===== src/rtl/cp_pingpong_sched.sv =====
// cp_pingpong_sched: ping-pong bank sequencer for TX cyclic-prefix insertion.
// Writes IFFT symbols into alternating banks and reads each back as CP tail followed by the full body.
module cp_pingpong_sched #(
    parameter int NFFT = 64,
    parameter int LCP  = 16,
    parameter int AW   = 6
) (
    input  logic          CLK_I,
    input  logic          RST_I,
    input  logic          FLUSH_I,
    input  logic          IN_VLD_I,
    output logic          IN_RDY_O,
    output logic          WR_EN_O,
    output logic          WR_BANK_O,
    output logic [AW-1:0] WR_ADDR_O,
    input  logic          OUT_RDY_I,
    output logic          RD_EN_O,
    output logic          RD_BANK_O,
    output logic [AW-1:0] RD_ADDR_O,
    output logic          OUT_VLD_O,
    output logic          OUT_SOS_O,
    output logic          OUT_EOS_O,
    output logic [1:0]    BANK_FULL_O,
    output logic [15:0]   SYM_CNT_O
);
    typedef enum logic [1:0] {IDLE, CP, BODY} state_t;
    state_t state_q, state_d;
    logic run_q, run_d, wr_bank_q, wr_bank_d, rd_bank_q, rd_bank_d;
    logic vld_q, vld_d, sos_q, sos_d, eos_q, eos_d;
    logic [AW-1:0] wcnt_q, wcnt_d, rcnt_q, rcnt_d;
    logic [1:0] full_q, full_d;
    logic [15:0] sym_cnt_q, sym_cnt_d;
    logic cp_last, body_last;

    assign WR_BANK_O   = wr_bank_q;
    assign WR_ADDR_O   = wcnt_q;
    assign RD_BANK_O   = rd_bank_q;
    assign OUT_VLD_O   = vld_q;
    assign OUT_SOS_O   = sos_q;
    assign OUT_EOS_O   = eos_q;
    assign BANK_FULL_O = full_q;
    assign SYM_CNT_O   = sym_cnt_q;

    // run_q keeps IN_RDY_O low until the first edge after reset or flush.
    always_comb begin
        IN_RDY_O  = run_q & ~full_q[wr_bank_q] & ~FLUSH_I;
        WR_EN_O   = IN_VLD_I & IN_RDY_O;
        RD_EN_O   = (state_q != IDLE) & OUT_RDY_I & ~FLUSH_I;
        cp_last   = rcnt_q == AW'(LCP - 1);
        body_last = rcnt_q == AW'(NFFT - 1);
        RD_ADDR_O = state_q == CP ? AW'(NFFT - LCP) + rcnt_q : state_q == BODY ? rcnt_q : '0;
        run_d     = 1'b1;
        state_d   = state_q;
        wr_bank_d = wr_bank_q;
        rd_bank_d = rd_bank_q;
        wcnt_d    = wcnt_q;
        rcnt_d    = rcnt_q;
        full_d    = full_q;
        sym_cnt_d = sym_cnt_q;
        vld_d     = RD_EN_O;
        sos_d     = RD_EN_O & (state_q == CP) & (rcnt_q == '0);
        eos_d     = RD_EN_O & (state_q == BODY) & body_last;
        if (WR_EN_O) begin
            wcnt_d = wcnt_q + AW'(1);
            if (wcnt_q == AW'(NFFT - 1)) begin
                full_d[wr_bank_q] = 1'b1;
                wr_bank_d         = ~wr_bank_q;
            end
        end
        case (state_q)
            IDLE: if (full_q[rd_bank_q]) state_d = CP;
            CP: if (RD_EN_O) begin
                rcnt_d = cp_last ? '0 : rcnt_q + AW'(1);
                if (cp_last) state_d = BODY;
            end
            BODY: if (RD_EN_O) begin
                rcnt_d = body_last ? '0 : rcnt_q + AW'(1);
                if (body_last) begin
                    full_d[rd_bank_q] = 1'b0;
                    rd_bank_d         = ~rd_bank_q;
                    sym_cnt_d         = sym_cnt_q + 16'd1;
                    state_d           = full_q[~rd_bank_q] ? CP : IDLE;
                end
            end
            default: state_d = IDLE;
        endcase
        if (FLUSH_I) begin
            run_d     = 1'b0;
            state_d   = IDLE;
            wr_bank_d = 1'b0;
            rd_bank_d = 1'b0;
            wcnt_d    = '0;
            rcnt_d    = '0;
            full_d    = '0;
            sym_cnt_d = '0;
            vld_d     = 1'b0;
            sos_d     = 1'b0;
            eos_d     = 1'b0;
        end
    end

    always_ff @(posedge CLK_I or posedge RST_I) begin
        if (RST_I) begin
            run_q     <= 1'b0;
            state_q   <= IDLE;
            wr_bank_q <= 1'b0;
            rd_bank_q <= 1'b0;
            wcnt_q    <= '0;
            rcnt_q    <= '0;
            full_q    <= '0;
            sym_cnt_q <= '0;
            vld_q     <= 1'b0;
            sos_q     <= 1'b0;
            eos_q     <= 1'b0;
        end else begin
            run_q     <= run_d;
            state_q   <= state_d;
            wr_bank_q <= wr_bank_d;
            rd_bank_q <= rd_bank_d;
            wcnt_q    <= wcnt_d;
            rcnt_q    <= rcnt_d;
            full_q    <= full_d;
            sym_cnt_q <= sym_cnt_d;
            vld_q     <= vld_d;
            sos_q     <= sos_d;
            eos_q     <= eos_d;
        end
    end
endmodule


===== config.mk =====
export PLATFORM = sky130hd
export DESIGN_NAME = cp_pingpong_sched
export DESIGN_NICKNAME = d
export VERILOG_FILES = /design/src/rtl/cp_pingpong_sched.sv
export SDC_FILE = /design/constraint.sdc
export NUM_CORES = 1
export LEC_CHECK = 0
export ABC_AREA = 0
export BUFFER_PORTS_ARGS = -buffer_cell sky130_fd_sc_hd__buf_2
export CAP_MARGIN = 20
export CORE_MARGIN = 2
export CORE_UTILIZATION = 25
export CTS_CLUSTER_SIZE = 8
export DETAILED_ROUTE_END_ITERATION = 10
export SETUP_SLACK_MARGIN = 0.15
export SLEW_MARGIN = 15
export SYNTH_ARGS = -nofsm -noshare
export SYNTH_HDL_FRONTEND = slang
export SYNTH_SLANG_ARGS = --single-unit

===== constraint.sdc =====
create_clock -name CLK_I -period 4.7 [get_ports CLK_I]
set_input_delay 0.235 -clock CLK_I [delete_from_list [all_inputs] [get_ports CLK_I]]
set_output_delay 0.235 -clock CLK_I [all_outputs]
set_load 0.005 [all_outputs]

==> results.json, run 1 <==
{
  "final-setup-viol-count": 0,
  "root_buffer": "clkbuf_8",
  "path_cells": "mux2i_1 -> nand4_1 -> or3_1 -> a221oi_1",
  "synth_top_family_by_area": "simple AND/OR/NAND/NOR gates",
  "finalSetupTns_ns": 0,
  "syn_area_sq_mm": 0.002047,
  "clock.fmax_mhz": 476.1,
  "layout_min_cycle_time_ns": 2.100,
  "vias": 1836,
  "startpoint_type": "flip-flop",
  "end_kind": "flip-flop",
  "drc": 0,
  "final_util_pct": 30.12,
  "clk_latency_ns": 0.28,
  "synth_cell_types": 37,
  "cts_num_sinks": 38,
  "outcome": "finished clean",
  "grt_antenna_before_repair": 0,
  "multi_input_area_sq_um": 997.2,
  "synthCells": 222,
  "fillers": 896,
  "synth_simple_gate_area_share_pct": 24.57,
  "io-pin-count": 43,
  "synthMuxAreaShare_pct": 1.956,
  "synth_most_common_cell": "dfrtp_1",
  "grt_setup_unrepaired": "false",
  "viasPerCell": 4.989,
  "worstSetupStartpoint": "WR_BANK_O",
  "gp_congestion": 0.8018,
  "async_flop_share_pct": 100.0,
  "cp_max_fo": 12,
  "yosys.area.top_type": "dfrtp_1",
  "antenna_cells": 0,
  "cts_setup_buffers": 0,
  "grt-ovfl-total": 0,
  "vdd_drop_max_mv": 0.09610,
  "grt_pass1_vias": 1696,
  "synth-seq-cells": 38,
  "synth_xor_area_share_pct": 4.279,
  "fin_nets": 273,
  "r2r-start": "WR_BANK_O",
  "synth_warnings": 0,
  "synth_edf_count": 0,
  "area.sequential_sq_um": 950.9,
  "power_density_mw_per_mm2": 242.5,
  "start_util_pct": 25.29,
  "cts.repair.resized": 0,
  "drt_iter0_markers": 67,
  "die_y_um": 94.49,
  "dp.final_hpwl_um": 3423,
  "slew_headroom_pct": 56.28,
  "routedWlPerCell_um": 12.94,
  "min_period_over_period_pct": 44.69,
  "max_cap_viol_count": 0,
  "first_pass_iters": 6,
  "synthesis.nets": 233,
  "grt_first_pass_wirelength_um": 8135,
  "cts_tree": "built",
  "cpMaxStageDelayCell": "or3_1",
  "leakagePower_uw": 0.001111,
  "core_area_sq_mm": 0.008093,
  "placedCellCount": 360,
  "htreeDepth": 2,
  "dieArea_sq_mm": 0.008927,
  "finalHoldViolCount": 0,
  "hold_path.class": "input port to async pin",
  "synth_area_per_cell_sq_um": 9.221,
  "cts_made_buffers": 5,
  "ys.flop_type": "dfrtp_1",
  "clock_tree.buffer_depth": 2,
  "die_w_um": 94.49,
  "drive_above_1_share_pct": 20.15,
  "cp.required_ns": 4.88,
  "synthAdderAreaFrac_pct": 3.667,
  "skew_ns": 0.009897,
  "yosysSeqAreaShare_pct": 46.45,
  "path_clk_slew_ns": 0.08,
  "tightest_slew_ns": 0.6558,
  "fin_cells": 368,
  "synth_compound_area_share_pct": 14.24,
  "cp.arrival_ns": 2.28,
  "ctsHoldBuffers": 0,
  "track_usage_pct": 11.32,
  "slew_viol_final": 0,
  "portBuffers": 42,
  "num_rows": 33,
  "synth_common_cells": "dfrtp_1 (38), nand2_1 (20), a21oi_1 (16), nor2_1 (16)",
  "max_stage_delay_ns": 0.51,
  "path_class": "flip-flop to flip-flop",
  "drt-total-wl_um": 4763,
  "grt_max_degree": 39,
  "yosys-top-cells-area": "dfrtp_1 (46%), a21oi_1 (3.9%), ha_1 (3.7%)",
  "syn2layout_area_growth_pct": 19.07,
  "synth_top_area_share_pct": 46.45,
  "postRouteAntennaNets": 0
}
==> registers in the layout, summed over array words and instances, names as in the netlist <==
name and flops:
WR_BANK_O 1, BANK_FULL_O 2, OUT_VLD_O 1, SYM_CNT_O 16
state_q 2, RD_BANK_O 1, OUT_EOS_O 1, rcnt_q 6
run_q 1, OUT_SOS_O 1, WR_ADDR_O 6
==> layer usage <==
| layer | track usage, % | up-vias | routed length [um] |
|---|---|---|---|
| met2 | 17.50 | 60 | 2107 |
| met1 | 16.58 | 892 | 2382 |
| li1 | - | 880 | - |
| met5 | 0 | - | 0 |
| met4 | 1.087 | 0 | 10 |
| met3 | 2.873 | 4 | 263 |
==> through the flow <==
stage               hold WS [ns]  setup WS (ns)  cell area [sq um]  total power [uW]
floorplan                 0.3821          2.984               2047             356.6
global placement          0.3889          2.660               2346             365.8
detailed placement        0.3883          2.599               2346             366.1
CTS                      0.07758          2.601               2437             599.5
global route             0.08605          2.407               2437             621.3
finish                   0.05919          2.600               2437             591.0
==> power by group <==
part	total, uW	internal, uW	switching [uW]
sequential	334	329	4.90
combinational	25.0	6.18	18.8
clock	232	118	113
total	591	454	137
==> worst max-delay path, delay by kind of cell, from the launching register on <==
kind             cells  cell delay [ns]
multiplexers         1             0.37
flip-flops           1             0.44
AND/OR/NAND/NOR      2             0.95
AO/OA/AOI/OAI        1             0.24
==> layout make-up <==
class / instances / share of cell area, %
clock inverters: 1 / 0.2053
inverters: 13 / 2.002
flip-flops and latches: 38 / 39.01
multi-input cells: 161 / 40.91
repair buffers: 43 / 8.932
clock buffers: 7 / 3.542
well taps: 105 / 5.390
==> cells by family after synthesis <==
| logic type | Yosys count |
|---|---|
| AND/OR/NAND/NOR | 93 |
| flip-flops | 38 |
| AO/OA/AOI/OAI | 48 |
| XOR/XNOR | 10 |
| buffers and inverters | 23 |
| multiplexers | 4 |
| adder cells (fa/ha/maj) | 6 |
==> worst paths after layout <==
path	end	cells past startpoint	slack (ns)
max in group asynchronous	WR_ADDR_O[4]	3	4.30
max	BANK_FULL_O[0]	4	2.60
max reg2reg	BANK_FULL_O[0]	4	2.60
min	rcnt_q[3]	3	0.06
min in group CLK_I	WR_ADDR_O[4]	3	0.24
min reg2reg	WR_ADDR_O[3]	1	0.55
==> placed cells by master (no fill, tap or decap), drive strengths merged <==
cell type  count
or4            2
a21oi         16
and2           3
ha             6
or3b           1
o22ai          1
o21ai         14
nand3         14
xor2           3
a31oi          1
o31ai          5
and3           3
nand2b         3
or3            8
clkbuf         7
nand4          6
a221oi         1
buf           43
nor2b          1
clkinv         2
nor3           6
and3b          1
nor2          16
nand2         20
and4           5
dfrtp         38
mux2i          4
o41ai          1
o211ai         6
nor4           3
xnor2          7
o221a          1
inv           12
nand3b         1
a41oi          2
Power figures use the tool's default switching activity.
==> run 2, diff against run 1 <==
Settings changed: ABC_AREA 0 to 1.
Clock period 4.7 ns to 2 ns, I/O delays scaled along.
==> results.json, run 2 <==
{
  "outcome": "finished clean",
  "synth_common_cells": "nand2_1 (86), nor2_1 (45), dfrtp_1 (38)",
  "num_rows": 34,
  "root_buffer": "clkbuf_8",
  "leakagePower_uw": 0.001354,
  "cpMaxStageDelayCell": "dfrtp_1",
  "hold_path.class": "input port to flip-flop",
  "switching_share_pct": 34.38,
  "skew_ns": 0.003900,
  "async_flop_share_pct": 100.0,
  "power_switching_uw": 641.8,
  "startpoint_type": "flip-flop",
  "grt_setup_unrepaired": "false",
  "gp_congestion": 0.7823,
  "clock.fmax_mhz": 647.1,
  "track_usage_pct": 11.25,
  "slew_headroom_pct": 66.92,
  "htreeDepth": 2,
  "drt-total-wl_um": 5178,
  "finalPower_uw": 1867,
  "layout_min_cycle_time_ns": 1.545,
  "dieArea_sq_mm": 0.009669,
  "clk_latency_ns": 0.29,
  "ys.flop_type": "dfrtp_1",
  "min_period_over_period_pct": 77.27,
  "syn2layout_area_growth_pct": 18.50,
  "portBuffers": 42,
  "cts.repair.resized": 0,
  "dp.final_hpwl_um": 3962,
  "antenna_cells": 0,
  "drive_above_1_share_pct": 19.89,
  "tightest_slew_ns": 0.4962,
  "vdd_drop_max_mv": 0.2426,
  "vias": 2065,
  "path_class": "flip-flop to output port",
  "synth_area_per_cell_sq_um": 7.199,
  "grt_antenna_before_repair": 0,
  "final_cell_area_sq_mm": 0.002636,
  "setup_slack_ns": 0.4547,
  "yosys-top-cells-area": "dfrtp_1 (43%), nand2_1 (15%), nor2_1 (7.6%)",
  "finalSetupTns_ns": 0,
  "cp.arrival_ns": 1.45,
  "pwr-share-clk_pct": 27.1,
  "grt_first_pass_wirelength_um": 9039,
  "power_density_mw_per_mm2": 708.1,
  "synthCells": 309,
  "finalHoldViolCount": 0,
  "synth_most_common_cell": "nand2_1",
  "drt_iter0_markers": 91,
  "pre_cts_ws_ns": 0.5385,
  "fin_nets": 368,
  "grt-ovfl-total": 0,
  "cts_tree": "built",
  "cts_num_sinks": 38,
  "placed_area_sq_mm": 0.002550,
  "path_cells": "inv_1 -> ha_1 -> o22ai_1 -> buf_2",
  "final_util_pct": 30.38,
  "yosys.area.top_type": "dfrtp_1",
  "slew_viol_final": 0,
  "path_clk_slew_ns": 0.07,
  "max_stage_delay_ns": 0.45,
  "yosysSeqAreaShare_pct": 42.74,
  "largest_reg_flops": 16,
  "comb_power_share_pct": 26.3,
  "io-pin-count": 43,
  "first_pass_iters": 5,
  "cp_max_fo": 7,
  "cts_made_buffers": 5,
  "grt_pass1_vias": 2037,
  "grt_max_degree": 39,
  "die_w_um": 98.33,
  "synth_cell_types": 25,
  "p_int_uw": 1225,
  "pwr-share-seq_pct": 46.5,
  "drc": 0,
  "clock_tree.buffer_depth": 2,
  "synth_edf_count": 0,
  "synth-seq-cells": 38,
  "synth_top_area_share_pct": 42.74,
  "end_kind": "output port",
  "routedWlPerCell_um": 11.14,
  "core_area_sq_mm": 0.008678,
  "syn_area_sq_mm": 0.002225,
  "layout_common_cells": "nand2_1 (86), nor2_1 (45), buf_2 (42), dfrtp_1 (38), inv_1 (34)",
  "synth_warnings": 0,
  "max_cap_viol_count": 0,
  "synthesis.nets": 320,
  "cp.required_ns": 1.90,
  "postRouteAntennaNets": 0,
  "final_common_cell": "nand2_1",
  "start_util_pct": 25.63,
  "viasPerCell": 4.441,
  "final-setup-viol-count": 0,
  "die_y_um": 98.33
}
run 2: changes by cell type after synthesis, moves of 7 or more:
cell / delta
inv_1: +22
inv_2: +7
nand2_1: +66
nand2_2: +7
nand3_1: +13
nor2_1: +29
or3_1: -8
xnor2_1: -7
run 2: cells by family after synthesis:
logic type | after synthesis | synth area share [%]
mux | 1 | 0.4500
buf+inv | 46 | 8.717
flops | 38 | 42.74
xor+xnor | 2 | 0.7875
fa+ha+maj | 6 | 3.374
simple gates | 182 | 35.94
compound gates | 34 | 7.986
run 2: final timing paths:
check / startpoint / to / slack (ns) / cells after the start
min in group asynchronous: RST_I / SYM_CNT_O[6] / 0.47 / 4
max: rcnt_q[4] / RD_ADDR_O[5] / 0.45 / 4
max in group asynchronous: RST_I / run_q / 1.19 / 4
min: FLUSH_I / SYM_CNT_O[9] / 0.10 / 2
max reg2reg: rcnt_q[4] / SYM_CNT_O[14] / 0.53 / 7
min reg2reg: WR_ADDR_O[0] / WR_ADDR_O[0] / 0.52 / 1
run 2: per-stage QoR:
step / std cells / hold WS (ns)
2_1_floorplan: 309 / 0.2769
3_3_place_gp: 457 / 0.2489
3_5_place_dp: 457 / 0.2568
4_1_cts: 465 / 0.09365
5_1_grt: 465 / 0.1193
6_report: 465 / 0.1002
run 2: power by group through the flow:
stage               logic [uW]  clock network [uW]  registers, uW
floorplan                  354                   0            879
global placement           496                   0            881
detailed placement         495                   0            884
CTS                        499                 528            869
global route               576                 559            877
finish                     492                 507            869
run 2: timing repair:
| action | CTS | global route |
|---|---|---|
| setup buffers | 0 | 0 |
| setup endpoints to repair | 0 | 0 |
| hold buffers | 1 | 0 |
| hold endpoints to repair | 38 | 0 |
run 2: final cells by class:
| class | instances | area [sq um] |
|---|---|---|
| clock buffer | 7 | 76.32 |
| fill | 959 | 6042 |
| inverter | 42 | 158.9 |
| multi-input combinational | 225 | 1080 |
| sequential | 38 | 950.9 |
| tap | 108 | 135.1 |
| timing repair buffer | 45 | 235.2 |
run 2: worst max-delay path, delay by kind of cell, from the launching register on:
family	cells	cell delay (ns)
AOI/OAI and AO/OA	1	0.17
adders and majority gates	1	0.30
buffers and inverters	2	0.24
DFF	1	0.45
run 2: routing by layer:
layer / wire length [um] / vias to the layer above / track usage, % / part of all wire (%)
met3: 262 / 5 / 3.436 / 5.1
met4: 35 / 0 / 2.845 / 0.68
met2: 2520 / 34 / 19.05 / 49
met5: 0 / - / 0 / 0
li1: - / 1069 / - / -
met1: 2360 / 957 / 14.00 / 46
==> run 3, diff against run 2 <==
Settings changed: ABC_AREA 1 to 0.
Clock period 2 ns to 1.41 ns, I/O delays scaled along.
==> results.json, run 3 (same netlist as run 1, synthesis figures left out) <==
{
  "layout_common_cells": "buf_4 (53), buf_2 (39), dfrtp_1 (38), buf_6 (32), nand2_1 (18)",
  "cp_max_fo": 5,
  "layout_min_cycle_time_ns": 1.610,
  "grt_antenna_before_repair": 0,
  "drive_above_1_share_pct": 54.18,
  "clock.fmax_mhz": 621.1,
  "end_kind": "flip-flop",
  "finalHoldViolCount": 0,
  "clk_latency_ns": 0.29,
  "drc": 0,
  "core_area_sq_mm": 0.008093,
  "root_buffer": "clkbuf_8",
  "cp.arrival_ns": 1.78,
  "violations": "setup timing",
  "dp.final_hpwl_um": 4078,
  "antenna_cells": 0,
  "path_class": "flip-flop to flip-flop",
  "crit_top_cell": "buf_6",
  "syn2layout_area_growth_pct": 74.94,
  "fin_nets": 357,
  "startpoint_type": "flip-flop",
  "cp.required_ns": 1.58,
  "vias": 2171,
  "drt-total-wl_um": 6285,
  "start_util_pct": 25.29,
  "outcome": "finished with violations",
  "vdd_drop_max_mv": 0.2696,
  "portBuffers": 42,
  "r2r_slack_ns": -0.20,
  "grt_first_pass_wirelength_um": 10100,
  "viasPerCell": 4.803,
  "min_period_over_period_pct": 114.2,
  "cts_tree": "built",
  "leakagePower_uw": 0.001663,
  "grt-ovfl-total": 0,
  "drt_iter0_markers": 65,
  "clock_tree.buffer_depth": 2,
  "cts_made_buffers": 5,
  "die_w_um": 94.49,
  "finalPower_uw": 2173,
  "slew_headroom_pct": 67.04,
  "r2r-start": "state_q[1]",
  "path_cells": "buf_6 -> buf_6 -> nand3b_1 -> buf_4 -> nor4_4 -> xnor2_1 -> nor2_1",
  "grt_pass1_vias": 2101,
  "fillers": 799,
  "io-pin-count": 43,
  "grt_max_degree": 39,
  "postRouteAntennaNets": 0,
  "rr_worst_depth": 7,
  "grt_setup_unrepaired": "true",
  "max_cap_viol_count": 0,
  "hold_path.class": "input port to flip-flop",
  "first_pass_iters": 4,
  "final_common_cell": "buf_4",
  "cts_num_sinks": 38,
  "pre_cts_ws_ns": -0.2620,
  "skew_ns": 0.004996,
  "track_usage_pct": 14.18,
  "power_density_mw_per_mm2": 606.7,
  "routedWlPerCell_um": 13.90,
  "die_y_um": 94.49,
  "num_rows": 33,
  "reg2reg_to": "SYM_CNT_O[6]",
  "hold_end": "WR_ADDR_O[4]",
  "gp_congestion": 0.8162,
  "final-setup-viol-count": 37,
  "worstHoldPathCells": 3,
  "max_stage_delay_ns": 0.42,
  "hold_start": "IN_VLD_I",
  "dieArea_sq_mm": 0.008927,
  "slew_viol_final": 0,
  "cpMaxStageDelayCell": "dfrtp_1",
  "path_clk_slew_ns": 0.08,
  "setup_slack_ns": -0.2001,
  "largest_reg_flops": 16,
  "htreeDepth": 2,
  "tightest_slew_ns": 0.4944
}
run 3: changes by cell type in the layout (fill, tap and decap cells not counted), sizes merged, moves of 5 or more:
| cell | change |
|---|---|
| inv | -29 |
| buf | +82 |
| o31ai | +5 |
| or3 | +8 |
| and4 | +5 |
| nand2 | -75 |
| o211ai | +6 |
| nand3 | -13 |
| xnor2 | +7 |
| nor2 | -34 |
run 3: timing repair:
| action | CTS | global route |
|---|---|---|
| hold buffers | 1 | 0 |
| buffers inserted | 13 | 14 |
| gates resized for setup | 56 | 31 |
| pin swaps | 25 | 28 |
| endpoints found under the hold margin | 38 | 0 |
| endpoints found under the setup margin | 44 | 45 |
run 3: per-stage QoR:
step	hold slack [ns]	util [%]	cells	setup TNS (ns)	instance area [sq um]
2_1_floorplan	0.2176	-	222	-1.361	2171
3_3_place_gp	0.2232	35.34	416	-2.454	2860
3_5_place_dp	0.2254	35.34	416	-3.034	2860
4_1_cts	0.06866	41.28	438	-3.272	3341
5_1_grt	0.07323	44.25	452	-8.089	3581
6_report	0.07428	44.25	452	-4.874	3581
run 3: power by group:
part | switching [uW] | internal, uW
clock | 405 | 521
combinational | 93.4 | 49.4
sequential | 6.69 | 1100
total | 505 | 1670
run 3: worst max-delay path, delay by kind of cell (launching register included):
| family | cells | cell delay (ns) |
|---|---|---|
| AND/OR/NAND/NOR | 3 | 0.44 |
| flip-flops | 1 | 0.42 |
| XOR/XNOR | 1 | 0.14 |
| buffers and inverters | 3 | 0.50 |
run 3: area by class of cell:
type	count	area (sq um)	area share, %
Inverter	13	48.80	1.363
Sequential cell	38	950.9	26.55
Tap cell	105	131.4	3.669
Timing Repair Buffer	127	998.5	27.88
Multi-Input combinational cell	161	1343	37.49
Clock buffer	5	68.82	1.922
Clock inverter	3	40.04	1.118
run 3: layer usage:
metal  share of wire (%)  track usage (%)  vias to the layer above
met4                0.88            3.261                        0
li1                    -                -                     1058
met5                   0                0                        -
met2                  52            24.70                       45
met3                 3.1            2.235                        8
met1                  44            18.54                     1060
run 3: worst max-delay path by stage:
stage | from | endpoint | slack, ns | depth (start not counted)
4_1_cts | rcnt_q[1] | SYM_CNT_O[8] | -0.17 | 6
3_5_place_dp | rcnt_q[1] | SYM_CNT_O[10] | -0.26 | 5
3_3_place_gp | rcnt_q[1] | SYM_CNT_O[8] | -0.23 | 5
2_1_floorplan | rcnt_q[0] | SYM_CNT_O[15] | -0.26 | 6
6_report | state_q[1] | SYM_CNT_O[6] | -0.20 | 7
5_1_grt | rcnt_q[1] | SYM_CNT_O[10] | -0.29 | 6
